--- src/rtl/input_pkg.sv ---
// Shared constants and types for the input debounce / auto-repeat block.
package input_pkg;

    localparam int N_INPUTS_DEF     = 32;
    localparam int TICK_BITS_DEF    = 17;
    localparam int REPEAT_DELAY_DEF = 24;
    localparam int REPEAT_RATE_DEF  = 4;

    // Width of the per-channel auto-repeat counter.
    localparam int RPT_W = 8;

    typedef logic [RPT_W-1:0] rpt_cnt_t;

    // Narrow an integer constant to the repeat-counter width.
    function automatic rpt_cnt_t to_rpt(input int v);
        return rpt_cnt_t'(v);
    endfunction

endpackage

--- src/rtl/debounce_channel.sv ---
// One input channel: window check, debounced level, edge pulses and auto-repeat.
module debounce_channel
    import input_pkg::*;
#(
    parameter int REPEAT_DELAY = REPEAT_DELAY_DEF,
    parameter int REPEAT_RATE  = REPEAT_RATE_DEF
) (
    input  logic clk,
    input  logic rst_n,
    input  logic sample_i,
    input  logic in_i,
    input  logic rpt_en_i,
    output logic held_o,
    output logic pressed_o,
    output logic released_o,
    output logic repeat_o
);

    // Counter value that fires a repeat, and the reload that spaces later repeats.
    localparam rpt_cnt_t RPT_LAST   = to_rpt(REPEAT_DELAY - 1);
    localparam rpt_cnt_t RPT_RELOAD = to_rpt(REPEAT_DELAY - REPEAT_RATE);

    logic     pend_q, pend_d;
    logic     held_q, held_d;
    rpt_cnt_t rpt_q, rpt_d;
    logic     pressed_q, pressed_d;
    logic     released_q, released_d;
    logic     repeat_q, repeat_d;
    logic     mismatch_s;
    logic     accept_s;

    // Next-state: pending survives only while the raw level disagrees with the
    // debounced level; a change is accepted at a sample point with pending still set.
    always_comb begin
        mismatch_s = (in_i != held_q);
        accept_s   = sample_i & pend_q & mismatch_s;
        pend_d     = (sample_i | pend_q) & mismatch_s;
        held_d     = held_q;
        rpt_d      = rpt_q;
        pressed_d  = 1'b0;
        released_d = 1'b0;
        repeat_d   = 1'b0;
        if (accept_s) begin
            held_d = ~held_q;
            rpt_d  = to_rpt(0);
            if (held_q == 1'b0) begin
                pressed_d = 1'b1;
                repeat_d  = 1'b1;
            end else begin
                released_d = 1'b1;
            end
        end else if (sample_i && held_q && rpt_en_i) begin
            if (rpt_q == RPT_LAST) begin
                repeat_d = 1'b1;
                rpt_d    = RPT_RELOAD;
            end else begin
                rpt_d = rpt_q + to_rpt(1);
            end
        end else begin
            rpt_d = rpt_q;
        end
    end

    // State and pulse registers; reset adopts the current raw level with no events.
    always_ff @(posedge clk) begin
        if (!rst_n) begin
            pend_q     <= 1'b0;
            held_q     <= in_i;
            rpt_q      <= to_rpt(0);
            pressed_q  <= 1'b0;
            released_q <= 1'b0;
            repeat_q   <= 1'b0;
        end else begin
            pend_q     <= pend_d;
            held_q     <= held_d;
            rpt_q      <= rpt_d;
            pressed_q  <= pressed_d;
            released_q <= released_d;
            repeat_q   <= repeat_d;
        end
    end

    assign held_o     = held_q;
    assign pressed_o  = pressed_q;
    assign released_o = released_q;
    assign repeat_o   = repeat_q;

endmodule

--- src/rtl/input_debounce_repeat.sv ---
// Multi-channel debouncer with auto-repeat; owns the shared sample-tick counter.
module input_debounce_repeat
    import input_pkg::*;
#(
    parameter int N_INPUTS     = N_INPUTS_DEF,
    parameter int TICK_BITS    = TICK_BITS_DEF,
    parameter int REPEAT_DELAY = REPEAT_DELAY_DEF,
    parameter int REPEAT_RATE  = REPEAT_RATE_DEF
) (
    input  logic                clk,
    input  logic                rst_n,
    input  logic [N_INPUTS-1:0] inputs,
    input  logic [N_INPUTS-1:0] repeat_en,
    output logic [N_INPUTS-1:0] held_down,
    output logic [N_INPUTS-1:0] just_pressed,
    output logic [N_INPUTS-1:0] just_released,
    output logic [N_INPUTS-1:0] repeat_pulse,
    output logic                tick
);

    logic [TICK_BITS-1:0] cnt_q, cnt_d;
    logic                 tick_q;
    logic                 sample_s;

    // Sample point is the cycle in which the free-running counter reads zero.
    always_comb begin
        sample_s = (cnt_q == {TICK_BITS{1'b0}});
        cnt_d    = cnt_q + TICK_BITS'(1);
    end

    // Tick counter and the registered tick pulse that follows each sample point.
    always_ff @(posedge clk) begin
        if (!rst_n) begin
            cnt_q  <= {TICK_BITS{1'b0}};
            tick_q <= 1'b0;
        end else begin
            cnt_q  <= cnt_d;
            tick_q <= sample_s;
        end
    end

    assign tick = tick_q;

    for (genvar g = 0; g < N_INPUTS; g++) begin : g_ch
        debounce_channel #(
            .REPEAT_DELAY (REPEAT_DELAY),
            .REPEAT_RATE  (REPEAT_RATE)
        ) u_ch (
            .clk        (clk),
            .rst_n      (rst_n),
            .sample_i   (sample_s),
            .in_i       (inputs[g]),
            .rpt_en_i   (repeat_en[g]),
            .held_o     (held_down[g]),
            .pressed_o  (just_pressed[g]),
            .released_o (just_released[g]),
            .repeat_o   (repeat_pulse[g])
        );
    end

endmodule

--- config.mk ---
export PLATFORM = sky130hd
export DESIGN_NAME = input_debounce_repeat
export DESIGN_NICKNAME = d
export VERILOG_FILES = /design/src/rtl/input_pkg.sv /design/src/rtl/debounce_channel.sv /design/src/rtl/input_debounce_repeat.sv
export SDC_FILE = /design/constraint.sdc
export NUM_CORES = 1
export LEC_CHECK = 0
export ABC_CLOCK_PERIOD_IN_PS = 9620
export CORE_MARGIN = 2
export CORE_UTILIZATION = 40
export DETAILED_ROUTE_END_ITERATION = 12
export PLACE_DENSITY_LB_ADDON = 0.1
export SLEW_MARGIN = 20
export SYNTH_ARGS = -nofsm -noshare
export SYNTH_HDL_FRONTEND = slang
export SYNTH_HIERARCHICAL = 1
export SYNTH_SLANG_ARGS = --single-unit
export TNS_END_PERCENT = 50
--- constraint.sdc ---
create_clock -name clk -period 9.62 [get_ports clk]
set_clock_uncertainty 0.15 [all_clocks]
set_input_delay 1.924 -clock clk [delete_from_list [all_inputs] [get_ports clk]]
set_output_delay 1.924 -clock clk [all_outputs]
set_load 0.005 [all_outputs]
==> implementation parameters, run 1 <==
Parameter                              Value

Setup path
  Slowest-stage cell, CP    clkdlybuf4s50_1
  Top Family by Delay on Critical Path    buffers and inverters
  Startpoint of the most critical register-to-register path    cnt_q[0]$_SDFF_PN0_
  Cells on worst reg2reg path    8
  Cell-by-cell listing of the critical path    clkdlybuf4s50_1
  Setup slack of the most critical reg-to-reg path    approximately 6 ns
  Kind of critical path    reg2out
  End of the worst register-to-register path    g_ch[2].u_ch/rpt_q[6]$_SDFFE_PP0P_
  Arr. time, crit path    1.69 ns
  Buffers and inverters on the worst path    1
  Worst path max stage delay    0.63 ns
  Critical path launch point type    register
  Worst endpoint required time    7.55 ns
  Element type at the critical path end    primary output
  Max FO, Critical Path    7

Finish
  Share of post-route cells with drive strength above 1    0.1110
  Finished Layout Cells    2898
  Most frequent cells in the layout    dfxtp_1 (402), clkdlybuf4s50_1 (193), nand2_1 (167), a211oi_1 (128), nor3_1 (100)
  Diode insertion count for antenna repair    0
  Most common library cell in the layout ignoring fill and taps    dfxtp_1
  Layout Nets    2295
  Number of filler cells placed in the layout    4529
  P&R area growth vs syn    19.88%

STA
  Period utilization    0.3910
  Final max-slew violation count    0
  # setup viols final    0
  Worst Max-Slew Pin Slew    just over 0.8 ns
  Unrepaired setup endpoints after global routing    false
  Clock period minus final worst setup slack    roughly 3.8 ns
  Hold Fails Final Rpt    0
  Peak clock frequency supported by timing    0.2659 GHz
  Setup TNS after final layout    0 ns
  Hold Slack    0.3303 ns
  Max-slew headroom    0.4476

Place
  Final RePlAce weighted congestion    0.7765
  HPWL after detailed placement    28.29 mm
  # port buffers    194
  Total placed cells including tap cells    ~2800

Detailed routing
  Final routed DRC violation total    0
  Via density per instance    5.517
  Routed WL per cell    14.62 um
  DR pass1 iterations    5
  1st-iter DRT viols    around 810
  Total routed wirelength    ~42 mm
  Via count    15990
  Post-route ant nets    0

Power
  Leakage dissipation    around 7.5 nW
  Tot Pwr    4.116 mW
  Worst-case vdd ir drop    about 0.13 mV
  P per Cell Area    ~170 nW/um^2

Die
  Number of standard-cell rows in the floorplan    81
  Core Region    around 50000 um^2
  Die Y-Extent    roughly 230 um
  Number of top-level design ports    about 200
  Initial standard-cell utilization of the core    0.4068
  Die X    ~230 um
  Overall die area    51800 um^2

Hold path
  Worst min path class    reg2reg
  Worst hold path cell count    2
  Endpoint, Worst Hold    cnt_q[16]$_SDFF_PN0_
  Hold_sp    cnt_q[16]$_SDFF_PN0_

Synth
  Avg Synthesized Cell Area    9.934 um^2
  Gate count of the mapped netlist    about 2000
  Sequential area share after synthesis    0.4505
  Unique masters post-synth    39
  Register bit total from synthesis    434
  Post-Synthesis Net Count    approximately 2100
  Number of synthesis warnings    6
  Cell Area, Synth    20000 um^2

Clock tree
  H-Tree Level Count    2
  Clock insertion delay at the later pin of the skew report    0.59 ns
  Cts bufs inserted    50
  Count of hold-fix buffers inserted at cts    0
  Number of gates resized after CTS    0
  Clock slew at reported path FFs    0.06 ns
  TritonCTS sink count    ~430
  Number of setup buffers added after CTS    0
  Root buf cell    clkbuf_16
  CTS tree    built
  Maximum clock insertion buffer count    3

Global routing
  Residual overflow from global routing    0
  Maximum number of pins on one net before global-route repair    about 120
  Global-route total usage across every layer    0.1613
  Initial antenna violation count    1
  Vias in the first global route    14920
  Global-route wire length before repair    about 71 mm

Status
  Status    finished, final reports clean

Run
  Maximum capacitance violations    0
[metal layers]
metal,share of wire,vias up,GRT usage
met5,0.00021,-,0
met4,0.023,2,0.05376
met3,0.045,64,0.03123
met2,0.46,210,0.2684
met1,0.47,7574,0.2097
li1,-,8138,-
[synthesized netlist by cell type]
cell,n,area [um^2]
a211oi_1,128,960.9
a21boi_0,1,7.510
a21o_1,32,240.2
a21oi_1,96,480.5
and2_1,13,81.33
and3_2,32,240.2
and4_1,1,8.760
buf_6,32,360.4
clkbuf_1,34,127.6
clkinv_1,32,120.1
dfxtp_1,402,8048
edfxtp_1,32,960.9
ha_1,34,425.4
inv_1,37,138.9
mux2i_1,35,350.3
nand2_1,167,626.9
nand2b_1,3,18.77
nand3_1,37,185.2
nand3_2,2,20.02
nand4_1,34,212.7
nand4_2,33,412.9
nor2_1,67,251.5
nor2b_1,1,6.260
nor3_1,100,500.5
nor3b_1,64,480.5
nor4_1,4,25.02
nor4_2,2,25.02
nor4_4,32,680.7
nor4b_1,1,8.760
o2111a_1,32,360.4
o21a_1,32,240.2
o21ai_0,97,485.5
o31ai_1,96,720.7
or3_1,1,6.260
or3_2,64,480.5
or4_1,96,720.7
or4b_1,32,320.3
xnor2_1,67,586.8
xor2_1,8,70.07
[cell type report]
class	count	area (um^2)	area share
Tap cell	664	830.8	0.03466
Multi-Input combinational cell	1444	10240	0.4273
Timing Repair Buffer	196	1971	0.08221
Sequential cell	434	9009	0.3758
Clock inverter	19	214.0	0.008925
Inverter	69	259.0	0.01080
Clock buffer	72	1445	0.06029
[worst max-delay path by stage]
stage                                   startpoint                                  end  slack, ns  cells after the start
finish              g_ch[23].u_ch/held_o$_DFFE_PP_                        held_down[23]       5.86                      1
global placement                             rst_n  g_ch[14].u_ch/rpt_q[7]$_SDFFE_PP0P_       5.39                      5
detailed placement                           rst_n   g_ch[6].u_ch/rpt_q[7]$_SDFFE_PP0P_       5.30                      5
floorplan                      cnt_q[0]$_SDFF_PN0_   g_ch[0].u_ch/rpt_q[5]$_SDFFE_PP0P_       4.60                      8
CTS                 g_ch[23].u_ch/held_o$_DFFE_PP_                        held_down[23]       5.80                      1
global route                                 rst_n   g_ch[6].u_ch/rpt_q[3]$_SDFFE_PP0P_       5.68                      5
[logic make-up (layout without fill, tap and decap cells)]
| family | Yosys count | count (layout) | share of synthesized area |
|---|---|---|---|
| AO/OA/AOI/OAI | 514 | 514 | 0.1748 |
| XOR/XNOR | 75 | 75 | 0.03285 |
| adder cells (fa/ha/maj) | 34 | 34 | 0.02127 |
| buffers and inverters | 135 | 356 | 0.03735 |
| flip-flops | 434 | 434 | 0.4505 |
| multiplexers | 35 | 35 | 0.01752 |
| AND/OR/NAND/NOR | 786 | 786 | 0.2657 |
[state kept, by name, indices dropped and copies added (netlist names)]
register / flops
cnt_q: 17
tick: 1
g_ch.u_ch/repeat_o: 32
g_ch.u_ch/rpt_q: 256
g_ch.u_ch/pend_q: 32
g_ch.u_ch/held_o: 32
g_ch.u_ch/released_o: 32
g_ch.u_ch/pressed_o: 32
[report_power, final]
part	total (mW)	switching, mW	internal [mW]
registers	1.92	0.0493	1.87
clock network	1.91	0.760	1.15
logic	0.286	0.158	0.129
[per-stage QoR]
stage | setup WS, ns | util | instance area, um^2
floorplan | 4.597 | - | 20000
global placement | 5.391 | 0.4539 | 22310
detailed placement | 5.303 | 0.4539 | 22310
CTS | 5.800 | 0.4877 | 23970
global route | 5.685 | 0.4877 | 23970
finish | 5.859 | 0.4877 | 23970
Note: power is estimated with default switching activity, not from simulation.
==> run 2, diff against run 1 <==
--- a/config.mk
+++ b/config.mk
@@ -5,7 +5,7 @@
 export SDC_FILE = /design/constraint.sdc
 export NUM_CORES = 1
 export LEC_CHECK = 0
-export ABC_CLOCK_PERIOD_IN_PS = 9620
+export ABC_CLOCK_PERIOD_IN_PS = 3000
 export CORE_MARGIN = 2
 export CORE_UTILIZATION = 40
 export DETAILED_ROUTE_END_ITERATION = 12
==> constraint.sdc (replaced) <==
create_clock -name clk -period 3 [get_ports clk]
set_clock_uncertainty 0.15 [all_clocks]
set_input_delay 0.6 -clock clk [delete_from_list [all_inputs] [get_ports clk]]
set_output_delay 0.6 -clock clk [all_outputs]
set_load 0.005 [all_outputs]
==> run 2 against run 1 <==
Against the previous run:
- first-iteration DRC count down 20%
- sequential share of layout area is 0.15 points lower
- count of clock-buffer cells in the layout rose by 7
- flip-flop and latch count stayed put
- global-route usage is essentially flat
- non-clock buffer count increased by 10
- cell count is 0.31% higher
- combinational power grew to 3.4 times the previous value
- clock power grew to 3.1 times the previous value
- critical path type is now reg2reg
- largest cell class unchanged
- highest routed layer unchanged
==> implementation parameters, run 2 (synthesis results as in run 1) <==
Parameter                              Value

Detailed routing
  Via density per instance    5.520 (about the same)
  Total routed wirelength    42.36 mm (about the same)
  1st-iter DRT viols    653 (-20%)
  Post-route ant nets    0 (unchanged)
  Via count    16050 (+0.36%)
  Routed WL per cell    14.57 um (-0.34%)
  DR pass1 iterations    5 (unchanged)
  Final routed DRC violation total    0 (unchanged)

Clock tree
  H-Tree Level Count    2 (unchanged)
  Maximum clock insertion buffer count    3 (unchanged)
  Root buf cell    clkbuf_16
  TritonCTS sink count    434 (unchanged)
  Count of hold-fix buffers inserted at cts    0 (unchanged)
  Number of gates resized after CTS    0 (unchanged)
  Clock insertion delay at the later pin of the skew report    0.58 ns (about the same)
  Clock slew at reported path FFs    0.06 ns (about the same)
  Cts bufs inserted    49 (-2.0%)
  Number of setup buffers added after CTS    0 (unchanged)
  CTS tree    built

Global routing
  Initial antenna violation count    1 (unchanged)
  Global-route wire length before repair    70.68 mm (-0.33%)
  Global-route total usage across every layer    0.1614 (about the same)
  Vias in the first global route    14800 (-0.76%)
  Maximum number of pins on one net before global-route repair    102 (-13%)
  Residual overflow from global routing    0 (unchanged)

Setup path
  Critical path launch point type    register
  End of the worst register-to-register path    g_ch[21].u_ch/rpt_q[6]$_SDFFE_PP0P_
  Setup slack of the most critical reg-to-reg path    0.29 ns (-5.74 ns)
  Max FO, Critical Path    27 (+20)
  Startpoint of the most critical register-to-register path    cnt_q[0]$_SDFF_PN0_
  Kind of critical path    reg2reg
  Arr. time, crit path    3.05 ns (+1.36 ns)
  Worst endpoint required time    3.33 ns (-4.22 ns)
  Cells on worst reg2reg path    8 (unchanged)
  Element type at the critical path end    register

Finish
  Largest register by flop count    g_ch.u_ch/rpt_q
  Most common library cell in the layout ignoring fill and taps    dfxtp_1
  Share of post-route cells with drive strength above 1    0.1132 (+0.002230)
  Max FFs per register    256 (unchanged)
  Core utilization of the finished layout    0.4898 (+0.002061)
  Number of filler cells placed in the layout    4555 (+0.57%)
  Design area    24070 um^2 (+0.42%)
  Most frequent cells in the layout    dfxtp_1 (401), clkdlybuf4s50_1 (193), nand2_1 (167), a211oi_1 (128), nor3_1 (100)
  P&R area growth vs syn    20.39%
  Diode insertion count for antenna repair    0 (unchanged)
  Finished Layout Cells    2907 (+0.31%)
  Layout Nets    2304 (+0.39%)

Die
  Die Y-Extent    227.6 um (unchanged)
  Number of standard-cell rows in the floorplan    81 (unchanged)
  Core Region    49150 um^2 (unchanged)
  Number of top-level design ports    195 (unchanged)
  Die X    227.6 um (unchanged)
  Initial standard-cell utilization of the core    0.4068 (unchanged)
  Overall die area    51800 um^2 (unchanged)

STA
  Hold Fails Final Rpt    0 (unchanged)
  Unrepaired setup endpoints after global routing    false
  Worst Max-Slew Pin Slew    0.4932 ns (-0.3355 ns)
  # setup viols final    0 (unchanged)
  Final max-slew violation count    0 (unchanged)
  Period utilization    0.9047
  Clock period minus final worst setup slack    2.714 ns
  Peak clock frequency supported by timing    roughly 0.37 GHz
  Max-slew headroom    0.6687 (+0.2212)

Place
  # port buffers    194 (unchanged)
  Final RePlAce weighted congestion    0.7728 (-0.48%)
  Total placed cells including tap cells    2817 (+0.36%)
  HPWL after detailed placement    29.15 mm (+3.0%)
  Post-detailed-placement cell area    22480 um^2 (+0.73%)

Run
  Maximum capacitance violations    0 (unchanged)

Hold path
  Worst min path class    reg2reg
  Hold_sp    cnt_q[0]$_SDFF_PN0_
  Worst hold path cell count    1 (-1)
  Endpoint, Worst Hold    cnt_q[0]$_SDFF_PN0_

Power
  Leakage dissipation    7.523 nW (+0.75%)
  Worst-case vdd ir drop    0.3765 mV (+200%)
  Tot Pwr    13.02 mW (+220%)
  P per Cell Area    540.7 nW/um^2 (+210%)

Status
  Status    finished, final reports clean
[run 2: cell count changes in the layout (fill, tap and decap cells not counted), moves of 3 or more]
cell        delta
clkbuf_1       +5
clkinvlp_4     -3
bufinv_16      -3
buf_12         +5
buf_4          +5
[run 2: worst max-delay path by stage]
stage | slack, ns | from | endpoint
after floorplan | -0.05 | cnt_q[0]$_SDFF_PN0_ | g_ch[10].u_ch/rpt_q[5]$_SDFFE_PP0P_
after global placement | 0.31 | cnt_q[0]$_SDFF_PN0_ | g_ch[3].u_ch/rpt_q[6]$_SDFFE_PP0P_
after detailed placement | 0.26 | cnt_q[0]$_SDFF_PN0_ | g_ch[27].u_ch/rpt_q[5]$_SDFFE_PP0P_
after CTS | 0.24 | cnt_q[0]$_SDFF_PN0_ | g_ch[29].u_ch/rpt_q[6]$_SDFFE_PP0P_
after global routing | 0.006 | cnt_q[1]$_SDFF_PN0_ | g_ch[26].u_ch/rpt_q[7]$_SDFFE_PP0P_
final | 0.29 | cnt_q[0]$_SDFF_PN0_ | g_ch[21].u_ch/rpt_q[6]$_SDFFE_PP0P_
[run 2: area by class of cell]
class                      count  area [um^2]  area share
clock buffer                  79         1514     0.06289
clock inverter                11        83.83    0.003482
inverter                      69        259.0     0.01076
multi-input combinational   1444        10270      0.4265
sequential                   434         9010      0.3743
tap                          664        830.8     0.03451
timing repair buffer         206         2108     0.08758
[run 2: power by group]
group          switching (mW)  total (mW)  leakage (nW)  internal, mW
sequential              0.157        6.16          3.56          6.00
combinational           0.516       0.973          3.17         0.457
clock                    2.36        5.89         0.792          3.53
[run 2: stage by stage]
stage               hold slack, ns  setup WS, ns  setup TNS, ns
CTS                         0.3018        0.2362              0
detailed placement          0.2923        0.2601              0
global placement            0.2859        0.3146              0
global route                0.3200      0.005913              0
floorplan                   0.2678      -0.05036         -3.021
finish                      0.2974        0.2860              0
[run 2: routing by layer]
layer | wire (um) | GRT usage | up-vias
li1 | - | - | 8146
met1 | 20010 | 0.2103 | 7598
met2 | 19620 | 0.2662 | 226
met3 | 1728 | 0.03033 | 74
met4 | 979 | 0.05946 | 2
met5 | 13 | 0 | -
[run 2: critical path: stages, from the launching register on]
cell      delay [ns]
dfxtp_2         0.34
inv_1           0.06
ha_1            0.14
nor4b_2         0.18
and4_4          0.40
buf_12          0.22
nand4_2         0.27
or4_1           0.57
a211oi_1        0.27
